File: src/rtl/psram_qspi_sequencer_pkg.sv
// Shared SPI types plus the PSRAM burst sequencer state set and command opcodes.
package psram_qspi_sequencer_pkg;

    typedef enum logic [1:0] {
        SPI_MODE_1,
        SPI_MODE_4_OUTPUTS,
        SPI_MODE_4_INPUTS,
        SPI_MODE_WAIT
    } SpiMode;

    typedef enum logic [2:0] {
        IDLE,
        CMD,
        ADDR,
        WAIT,
        DATA,
        GAP
    } PsramSeqState;

    localparam logic [7:0] PSRAM_CMD_QUAD_WRITE = 8'h38;
    localparam logic [7:0] PSRAM_CMD_QUAD_READ  = 8'hEB;

    function automatic logic [3:0] spi_mode_oe(input SpiMode mode);
        case (mode)
            SPI_MODE_1:         return 4'b0001;
            SPI_MODE_4_OUTPUTS: return 4'b1111;
            default:            return 4'b0000;
        endcase
    endfunction

endpackage

File: src/rtl/qspi_shift_unit.sv
// SCLK phase generator and 1/4-bit shifter for the QSPI pins; samples sio_in
// at the end of each SCLK high phase.
module qspi_shift_unit
    import psram_qspi_sequencer_pkg::*;
(
    input  logic        clk,
    input  logic        rst_n,
    input  logic        active,
    input  SpiMode      mode,
    input  logic        load,
    input  logic [31:0] load_data,
    input  logic [3:0]  sio_in,
    output logic        sclk,
    output logic        sclk_end,
    output logic [3:0]  sio_out,
    output logic [3:0]  sio_oe,
    output logic [31:0] rx_data
);

    logic        phase;
    logic [31:0] sreg;

    assign sclk     = active & phase;
    assign sclk_end = active & phase;
    assign sio_oe   = active ? spi_mode_oe(mode) : 4'b0000;

    always_comb begin
        sio_out = 4'b0000;
        if (active) begin
            case (mode)
                SPI_MODE_1:         sio_out = {3'b000, sreg[31]};
                SPI_MODE_4_OUTPUTS: sio_out = sreg[31:28];
                default:            sio_out = 4'b0000;
            endcase
        end
    end

    // Shifting on the edge that closes phase 1 puts the next bit on the pins
    // for the following phase 0; a load overrides the shift at state changes.
    always_ff @(posedge clk or negedge rst_n) begin
        if (!rst_n) begin
            phase   <= 1'b0;
            sreg    <= '0;
            rx_data <= '0;
        end else begin
            phase <= active ? ~phase : 1'b0;
            if (load) begin
                sreg    <= load_data;
                rx_data <= '0;
            end else if (sclk_end) begin
                if (mode == SPI_MODE_1)         sreg <= {sreg[30:0], 1'b0};
                if (mode == SPI_MODE_4_OUTPUTS) sreg <= {sreg[27:0], 4'h0};
                if (mode == SPI_MODE_4_INPUTS)  rx_data <= {rx_data[27:0], sio_in};
            end
        end
    end

endmodule

File: src/rtl/psram_qspi_sequencer.sv
// Single-burst PSRAM read/write sequencer: command (1-bit), address (quad),
// optional dummy phase, data nibbles, then a chip-enable gap.
module psram_qspi_sequencer
    import psram_qspi_sequencer_pkg::*;
#(
    parameter int WAIT_CLOCKS = 6,
    parameter int GAP_CYCLES  = 2
) (
    input  logic        clk,
    input  logic        rst_n,
    input  logic        req_valid,
    output logic        req_ready,
    input  logic        req_write,
    input  logic [23:0] req_addr,
    input  logic [1:0]  req_len,
    input  logic [31:0] req_wdata,
    output logic        rsp_valid,
    output logic [31:0] rsp_rdata,
    output logic        psram_ce_n,
    output logic        psram_sclk,
    output logic [3:0]  sio_out,
    output logic [3:0]  sio_oe,
    input  logic [3:0]  sio_in
);

    PsramSeqState state, state_n;
    SpiMode       mode;
    logic [7:0]   cnt, limit;
    logic         wr;
    logic [23:0]  addr;
    logic [1:0]   len;
    logic [31:0]  wdata;
    logic         active, sclk_end, last, load, done;
    logic [31:0]  load_data, rx_data, rx_final, rdata_final;

    assign active     = state inside {CMD, ADDR, WAIT, DATA};
    assign psram_ce_n = ~active;
    assign req_ready  = (state == IDLE);
    assign rsp_valid  = (state == GAP) && (cnt == 8'd0);

    qspi_shift_unit u_shift (
        .clk       (clk),
        .rst_n     (rst_n),
        .active    (active),
        .mode      (mode),
        .load      (load),
        .load_data (load_data),
        .sio_in    (sio_in),
        .sclk      (psram_sclk),
        .sclk_end  (sclk_end),
        .sio_out   (sio_out),
        .sio_oe    (sio_oe),
        .rx_data   (rx_data)
    );

    always_comb begin
        mode  = SPI_MODE_WAIT;
        limit = 8'd0;
        case (state)
            CMD:  begin mode = SPI_MODE_1;         limit = 8'd8; end
            ADDR: begin mode = SPI_MODE_4_OUTPUTS; limit = 8'd6; end
            WAIT: begin mode = SPI_MODE_WAIT;      limit = 8'(WAIT_CLOCKS); end
            DATA: begin
                mode  = wr ? SPI_MODE_4_OUTPUTS : SPI_MODE_4_INPUTS;
                limit = {4'd0, ({1'b0, len} + 3'd1), 1'b0};
            end
            default: ;
        endcase
    end

    always_comb begin
        state_n   = state;
        load      = 1'b0;
        load_data = '0;
        done      = 1'b0;
        last      = sclk_end && (cnt == limit - 8'd1);
        case (state)
            IDLE: if (req_valid) begin
                state_n   = CMD;
                load      = 1'b1;
                load_data = {req_write ? PSRAM_CMD_QUAD_WRITE : PSRAM_CMD_QUAD_READ, 24'h0};
            end
            CMD: if (last) begin
                state_n   = ADDR;
                load      = 1'b1;
                load_data = {addr, 8'h0};
            end
            ADDR: if (last) begin
                load = 1'b1;
                if (wr) begin
                    state_n   = DATA;
                    load_data = {wdata[7:0], wdata[15:8], wdata[23:16], wdata[31:24]};
                end else begin
                    state_n = (WAIT_CLOCKS > 0) ? WAIT : DATA;
                end
            end
            WAIT: if (last) begin
                state_n = DATA;
                load    = 1'b1;
            end
            DATA: if (last) begin
                state_n = GAP;
                done    = 1'b1;
            end
            GAP: if (cnt == 8'(GAP_CYCLES - 1)) state_n = IDLE;
            default: state_n = IDLE;
        endcase
    end

    // The last nibble lands in the shifter on the same edge that completes the
    // burst, so assemble from the value it is about to take.
    assign rx_final = {rx_data[27:0], sio_in};

    always_comb begin
        case (len)
            2'd0:    rdata_final = {24'h0, rx_final[7:0]};
            2'd1:    rdata_final = {16'h0, rx_final[7:0], rx_final[15:8]};
            2'd2:    rdata_final = {8'h0, rx_final[7:0], rx_final[15:8], rx_final[23:16]};
            default: rdata_final = {rx_final[7:0], rx_final[15:8], rx_final[23:16], rx_final[31:24]};
        endcase
    end

    always_ff @(posedge clk or negedge rst_n) begin
        if (!rst_n) begin
            state     <= IDLE;
            cnt       <= '0;
            wr        <= 1'b0;
            addr      <= '0;
            len       <= '0;
            wdata     <= '0;
            rsp_rdata <= '0;
        end else begin
            state <= state_n;
            if (state_n != state)             cnt <= '0;
            else if (state == GAP || sclk_end) cnt <= cnt + 8'd1;
            if (state == IDLE && req_valid) begin
                wr    <= req_write;
                addr  <= req_addr;
                len   <= req_len;
                wdata <= req_wdata;
            end
            if (done) rsp_rdata <= wr ? 32'h0 : rdata_final;
        end
    end

endmodule

File: config.mk
export PLATFORM = sky130hd
export DESIGN_NAME = psram_qspi_sequencer
export DESIGN_NICKNAME = d
export VERILOG_FILES = /design/src/rtl/psram_qspi_sequencer_pkg.sv /design/src/rtl/qspi_shift_unit.sv /design/src/rtl/psram_qspi_sequencer.sv
export SDC_FILE = /design/constraint.sdc
export NUM_CORES = 1
export LEC_CHECK = 0
export CORE_ASPECT_RATIO = 0.8
export CORE_MARGIN = 8
export CORE_UTILIZATION = 60
export CTS_CLUSTER_DIAMETER = 120
export DETAILED_ROUTE_END_ITERATION = 8
export PLACE_DENSITY = 0.86
export SLEW_MARGIN = 20
export SYNTH_ARGS = -nofsm -noshare
export SYNTH_HDL_FRONTEND = slang
export SYNTH_SLANG_ARGS = --single-unit
File: constraint.sdc
create_clock -name clk -period 8.1 [get_ports clk]
set_input_delay 0.81 -clock clk [delete_from_list [all_inputs] [get_ports clk]]
set_output_delay 0.81 -clock clk [all_outputs]
set_load 0.01 [all_outputs]
==> results of run 1 <==
[cell families (layout without fill, tap and decap cells)]
logic type	after synthesis	after routing	synth area share [%]
simple gates	366	366	19.1
compound gates	197	197	15.7
flops	163	163	49.1
buf+inv	88	168	4.74
mux	61	61	8.95
xor+xnor	10	10	1.05
fa+ha+maj	9	9	1.35
[area by class of cell]
| cell class | count | area share (%) |
|---|---|---|
| inverters | 19 | 0.710 |
| clock buffers | 22 | 4.72 |
| multi-input cells | 643 | 38.5 |
| repair buffers | 117 | 11.5 |
| flip-flops and latches | 163 | 40.6 |
| well taps | 180 | 2.24 |
| clock inverters | 10 | 1.71 |
[per-layer routing]
| layer | up-vias | share of wire, % | global-route usage [%] |
|---|---|---|---|
| met2 | 272 | 46 | 36.1 |
| li1 | 3204 | - | - |
| met3 | 34 | 6.3 | 5.48 |
| met5 | - | 0 | 0 |
| met1 | 3334 | 45 | 32.7 |
| met4 | 0 | 1.8 | 7.37 |
[critical path: stages (launching register included)]
cell and delay [ns]:
dfrtp_1 0.67, nand2b_1 0.39, nor2_1 0.07, a21oi_1 0.18, ha_1 0.20, inv_1 0.06
nor4_1 0.38, or2_1 0.16, nand4_1 0.06, buf_4 0.27, or3_2 0.88, mux2_1 0.47
[Yosys cell counts, drive strengths merged (9+ instances only)]
cell | count | area share (%)
clkbuf | 42 | 1.9
o21a | 20 | 1.8
ha | 9 | 1.4
o22ai | 17 | 1.3
a22oi | 33 | 3.0
inv | 19 | 0.86
mux2i | 20 | 2.4
o21ai | 27 | 1.6
a21oi | 58 | 3.5
nor2 | 73 | 3.3
nand2 | 241 | 11
mux2 | 41 | 6.5
buf | 27 | 2.0
dfrtp | 163 | 49
[where the power goes]
part	switching (mW)	internal (mW)
sequential	0.00618	0.818
clock	0.332	0.545
combinational	0.0272	0.0324
[through the flow]
stage	instances	total power, mW	instance area (µm²)
3_3_place_gp	1122	0.898	9390
2_1_floorplan	894	0.846	8320
4_1_cts	1154	1.77	10000
6_report	1154	1.76	10000
5_1_grt	1154	1.81	10000
3_5_place_dp	1122	0.899	9390
[final timing paths]
| path | start | endpoint | cells past startpoint |
|---|---|---|---|
| min in group clk | wdata[5] | wdata[5] | 2 |
| min reg2reg | wdata[5] | wdata[5] | 2 |
| max | state[1] | rsp_rdata[1] | 11 |
| min | rst_n | rsp_rdata[28] | 1 |
| max reg2reg | state[1] | rsp_rdata[1] | 11 |
| max in group asynchronous | rst_n | wr | 2 |
[state kept, by name, indices dropped and copies added, names as in the netlist]
name / count
u_shift.phase: 1
u_shift.sreg: 32
state: 3
wdata: 32
len: 2
cnt: 8
wr: 1
addr: 24
u_shift.rx_data: 28
rsp_rdata: 32
==> reports/results.txt, run 1 <==
Status: finished clean
Cells after Synth: 894
Hold-fix buffers at CTS: 0
Initial antenna violation count: 0
Primary FF master, synth: dfrtp_1
DR iter-0 viols: 851
Fin crit period: 3.97 ns
DRT Pass-1 Iters: 9
Post-synth ARST share: 100%
CP Class: flop to flop
Most frequent cells in the layout: 240 x nand2_1, 162 x dfrtp_1, 108 x clkdlybuf4s50_1
Die H: 121 µm
Synthesized Nets: 969
Largest net degree at the start of global routing: 85
EDFF count, synth: 0
Area occupied by multi-input gates: 3860 µm²
Clk Latency, worst-skew pair: 0.42 ns
Pwr dens: 175 nW/µm²
Antenna Nets Post-Route: 0
Commonest non-fill, non-tap cell in the layout: nand2_1
Setup TNS: 0 ns
Critical Path RT: 8.40 ns
Fin Hold WS: 0.438 ns
HP Class: primary input to async pin
Slew HR: 25.3%
Cell variety after synth: 62
Clock tree from TritonCTS: done
Mapped cell area: 8320 µm²
Port Buffers: 109
Final worst slack: 4.13 ns
Worst path arrival time: 4.27 ns
WL/cell: 17.9 µm
Final Hold Vio Count: 0
Final setup fails: 0
Post-CTS Setup Bufs: 0
DRC viols: 0
CTS Root Cell: clkbuf_16
Seq. cell area: 4080 µm²
Gpl congestion: 0.871
GRT overflow: 0
Slew Limit Fails: 0
DP HPWL: 13200 µm
Initial Util: 61.4%
Place WS: 4.14 ns
Lkg Pwr: 4.74 nW
FP Rows: 38
Die W: 148 µm
RSZ-0062 raised after global routing: false
Fill cell count: 947
Detailed-route via count: 6844
Reg2Reg Setup Slack: 4.13 ns
Register area share after synthesis: 49.1%
Core outline area: 13600 µm²
DRT Wirelength: 20700 µm
Final Skew: 0.00896 ns
Clk sink count: 163
Post-cts repair resize count: 0
Seq cells post-synth: 163
TritonCTS Buffers: 17
Measured slew at the worst slew-check pin: 1.12 ns
Layout cells sized above 1: 8.42%
Nets: 1036
Full die area: 17900 µm²
Ports: 110
First-pass GRT wire length: 34600 µm
Crit. End Element: flop
Max-cap violations: 0
Avg Inst Size Synth: 9.30 µm²
Fin util: 74.1%
Max clock buf depth: 2
Worst Setup Start Kind: flop
Clock Pin Slew Worst Setup and Hold Paths: 0.07 ns
CP Max Fanout: 38
Inserted Diodes: 0
Vias in the first global route: 6678
Fmax: 252 MHz
Vias per cell: 5.93
Worst vdd ir: 0.142 mV
Fin crit share: 49.0%
Area Growth Syn to Fin: 20.8%
H-tree level count: 4
Syn. warnings: 0
Gr usage total: 23.6%
Power figures use the tool's default switching activity.
==> run 2, diff against run 1 <==
--- a/config.mk
+++ b/config.mk
@@ -7,10 +7,10 @@
 export LEC_CHECK = 0
 export CORE_ASPECT_RATIO = 0.8
 export CORE_MARGIN = 8
-export CORE_UTILIZATION = 60
+export CORE_UTILIZATION = 50
 export CTS_CLUSTER_DIAMETER = 120
 export DETAILED_ROUTE_END_ITERATION = 8
-export PLACE_DENSITY = 0.86
+export PLACE_DENSITY = 0.76
 export SLEW_MARGIN = 20
 export SYNTH_ARGS = -nofsm -noshare
 export SYNTH_HDL_FRONTEND = slang
==> constraint.sdc (replaced) <==
create_clock -name clk -period 3.3 [get_ports clk]
set_input_delay 0.33 -clock clk [delete_from_list [all_inputs] [get_ports clk]]
set_output_delay 0.33 -clock clk [all_outputs]
set_load 0.01 [all_outputs]
==> run 2 against run 1 <==
  * Maximum frequency increased by 27%
  * Total power is 140% higher
  * Routed wire length is 2.4% higher
  * Critical path depth stayed put
  * Global-route usage decreased by 3.1 points
  * Combinational power grew to 2.5 times the previous value
  * Critical path type unchanged
  * Critical endpoint is now rsp_rdata[0]
  * Largest cell class unchanged
==> reports/results.txt, run 2 (same netlist as run 1, synthesis figures left out) <==
Slew Limit Fails: 0 (unchanged)
DRT Wirelength: 21200 µm (+2.4%)
Placed cells: 1178 (+5.0%)
Clock Pin Slew Worst Setup and Hold Paths: 0.07 ns (about the same)
Final setup fails: 0 (unchanged)
Slew HR: 33.5% (+8.2 points)
DR iter-0 viols: 615 (-28%)
Most frequent cells in the layout: 240 x nand2_1, 163 x dfrtp_1, 108 x clkdlybuf4s50_1
M1 GR Usage: 31.3% (-1.4 points)
Status: finished clean
Fmax: 321 MHz (+27%)
WL/cell: 17.5 µm (-2.4%)
Nets: 1053 (+1.6%)
Fin crit share: 94.4% (+45 points)
Gr usage total: 20.5% (-3.1 points)
Hold path cells: 3
Crit path cell chain: inv_1, ha_1, a21oi_1, ha_1, inv_1, nor4_2, or2_1, nand4_1, or3_2, buf_6, mux2_1
TritonCTS Buffers: 17 (unchanged)
RSZ-0062 raised after global routing: false
Met2 usage: 28.3% (-7.8 points)
Worst Setup Start Kind: flop
CTS Root Cell: clkbuf_16
Worst vdd ir: 0.300 mV (+110%)
Initial antenna violation count: 0 (unchanged)
Antenna Nets Post-Route: 0 (unchanged)
Inserted Diodes: 0 (unchanged)
Commonest non-fill, non-tap cell in the layout: nand2_1
Gr busiest metal: met1
Biggest regs: rsp_rdata (32), u_shift.sreg (32), wdata (32)
Max stage delay on crit path: 0.47 ns (-0.41 ns)
Measured slew at the worst slew-check pin: 0.998 ns (-0.119 ns)
Largest net degree at the start of global routing: 83 (-2.4%)
Critical Path RT: 3.61 ns (-4.79 ns)
DRT Pass-1 Iters: 7 (-2)
Core outline area: 16400 µm² (+21%)
Vias per cell: 5.57 (-6.2%)
Fin crit period: 3.11 ns (-0.856 ns)
Clk Latency, worst-skew pair: 0.43 ns (about the same)
Die H: 131 µm (+8.3%)
Final worst slack: 0.186 ns (-3.94 ns)
Full die area: 21000 µm² (+17%)
Finished Layout Cells: 1211 (+4.9%)
Port Buffers: 109 (unchanged)
CP Class: flop to flop
Initial Util: 50.7% (-11 points)
Clk sink count: 163 (unchanged)
Ports: 110 (unchanged)
Final Skew: 0.0107 ns (+0.00177 ns)
Area Growth Syn to Fin: 23.1%
Worst R2R Path Depth: 11 (unchanged)
CP Max Fanout: 29 (-24%)
Final Hold Vio Count: 0 (unchanged)
DP HPWL: 14600 µm (+10%)
GRT overflow: 0 (unchanged)
Detailed-route via count: 6740 (-1.5%)
Max-cap violations: 0 (unchanged)
CP max stage cell: dfrtp_1
Layout cells sized above 1: 9.89% (+1.5 points)
Crit. End Element: flop
Clock tree from TritonCTS: done
Final instance area: 10200 µm² (+1.9%)
FP Rows: 42 (+11%)
Die W: 160 µm (+8.5%)
HP Class: primary input to flop
GR Util met3: 5.43% (-0.048 points)
DRC viols: 0 (unchanged)
Setup TNS: 0 ns (unchanged)
Worst path arrival time: 3.42 ns (-0.85 ns)
H-tree level count: 4 (unchanged)
First-pass GRT wire length: 35200 µm (+1.8%)
Place WS: 0.137 ns (-4.01 ns)
Lkg Pwr: 4.82 nW (+1.7%)
Placed cell area: 9570 µm² (+1.9%)
Max clock buf depth: 2 (unchanged)
Vias in the first global route: 6555 (-1.8%)
Pwr dens: 420 nW/µm² (+140%)
Gpl congestion: 0.820 (-5.8%)
## run 2: critical path, delay by kind of cell, from the launching register on
family	cells	cell delay, ns
AOI/OAI and AO/OA	1	0.15
adders and majority gates	2	0.53
buffers and inverters	3	0.43
DFF	1	0.47
muxes	1	0.36
and+or+nand+nor	4	1.03
## run 2: worst paths after layout
kind	startpoint	endpoint	slack [ns]
max in group asynchronous	rst_n	u_shift.rx_data[20]	1.95
worst max register to register	len[0]	rsp_rdata[0]	0.19
worst min-delay path	req_addr[9]	addr[9]	0.42
worst min register to register	addr[6]	addr[6]	0.47
min in group asynchronous	rst_n	cnt[3]	0.50
worst max-delay path	len[0]	rsp_rdata[0]	0.19
## run 2: through the flow
| step | util, % | hold slack [ns] | power (mW) |
|---|---|---|---|
| global placement | 58.4 | 0.436 | 2.21 |
| detailed placement | 58.4 | 0.440 | 2.21 |
| global route | 62.4 | 0.417 | 4.43 |
| finish | 62.4 | 0.422 | 4.30 |
| floorplan | - | 0.0344 | 2.08 |
| CTS | 62.3 | 0.419 | 4.32 |
## run 2: power by group
part	total, mW	switching [mW]	internal [mW]	leakage, nW
clock	2.12	0.811	1.31	0.300
combinational	0.151	0.0687	0.0824	2.32
sequential	2.02	0.0144	2.01	2.20
## run 2: routing by layer
layer / vias to the layer above / wire length (µm)
li1: 3237 / -
met1: 3252 / 10700
met2: 229 / 8950
met3: 22 / 1360
met4: 0 / 210
met5: - / 0
## run 2: repair_timing
| action | CTS | global route |
|---|---|---|
| endpoints found under the hold margin | 43 | 0 |
| hold buffers | 1 | 0 |
| resized for setup | 0 | 2 |
| endpoints found under the setup margin | 0 | 28 |
| setup buffers | 0 | 0 |
## run 2: final cells by class
type / instances / area, µm²
Fill cell: 1378 / 6160
Multi-Input combinational cell: 643 / 3870
Timing Repair Buffer: 134 / 1300
Clock inverter: 11 / 174
Sequential cell: 163 / 4080
Tap cell: 220 / 275
Inverter: 19 / 71.3
Clock buffer: 21 / 460
==> run 3, diff against run 2 <==
--- a/config.mk
+++ b/config.mk
@@ -5,6 +5,7 @@
 export SDC_FILE = /design/constraint.sdc
 export NUM_CORES = 1
 export LEC_CHECK = 0
+export CAP_MARGIN = 10
 export CORE_ASPECT_RATIO = 0.8
 export CORE_MARGIN = 8
 export CORE_UTILIZATION = 50
==> results of run 3 <==
Final layout, timing and power as in run 2 (identical DEF).
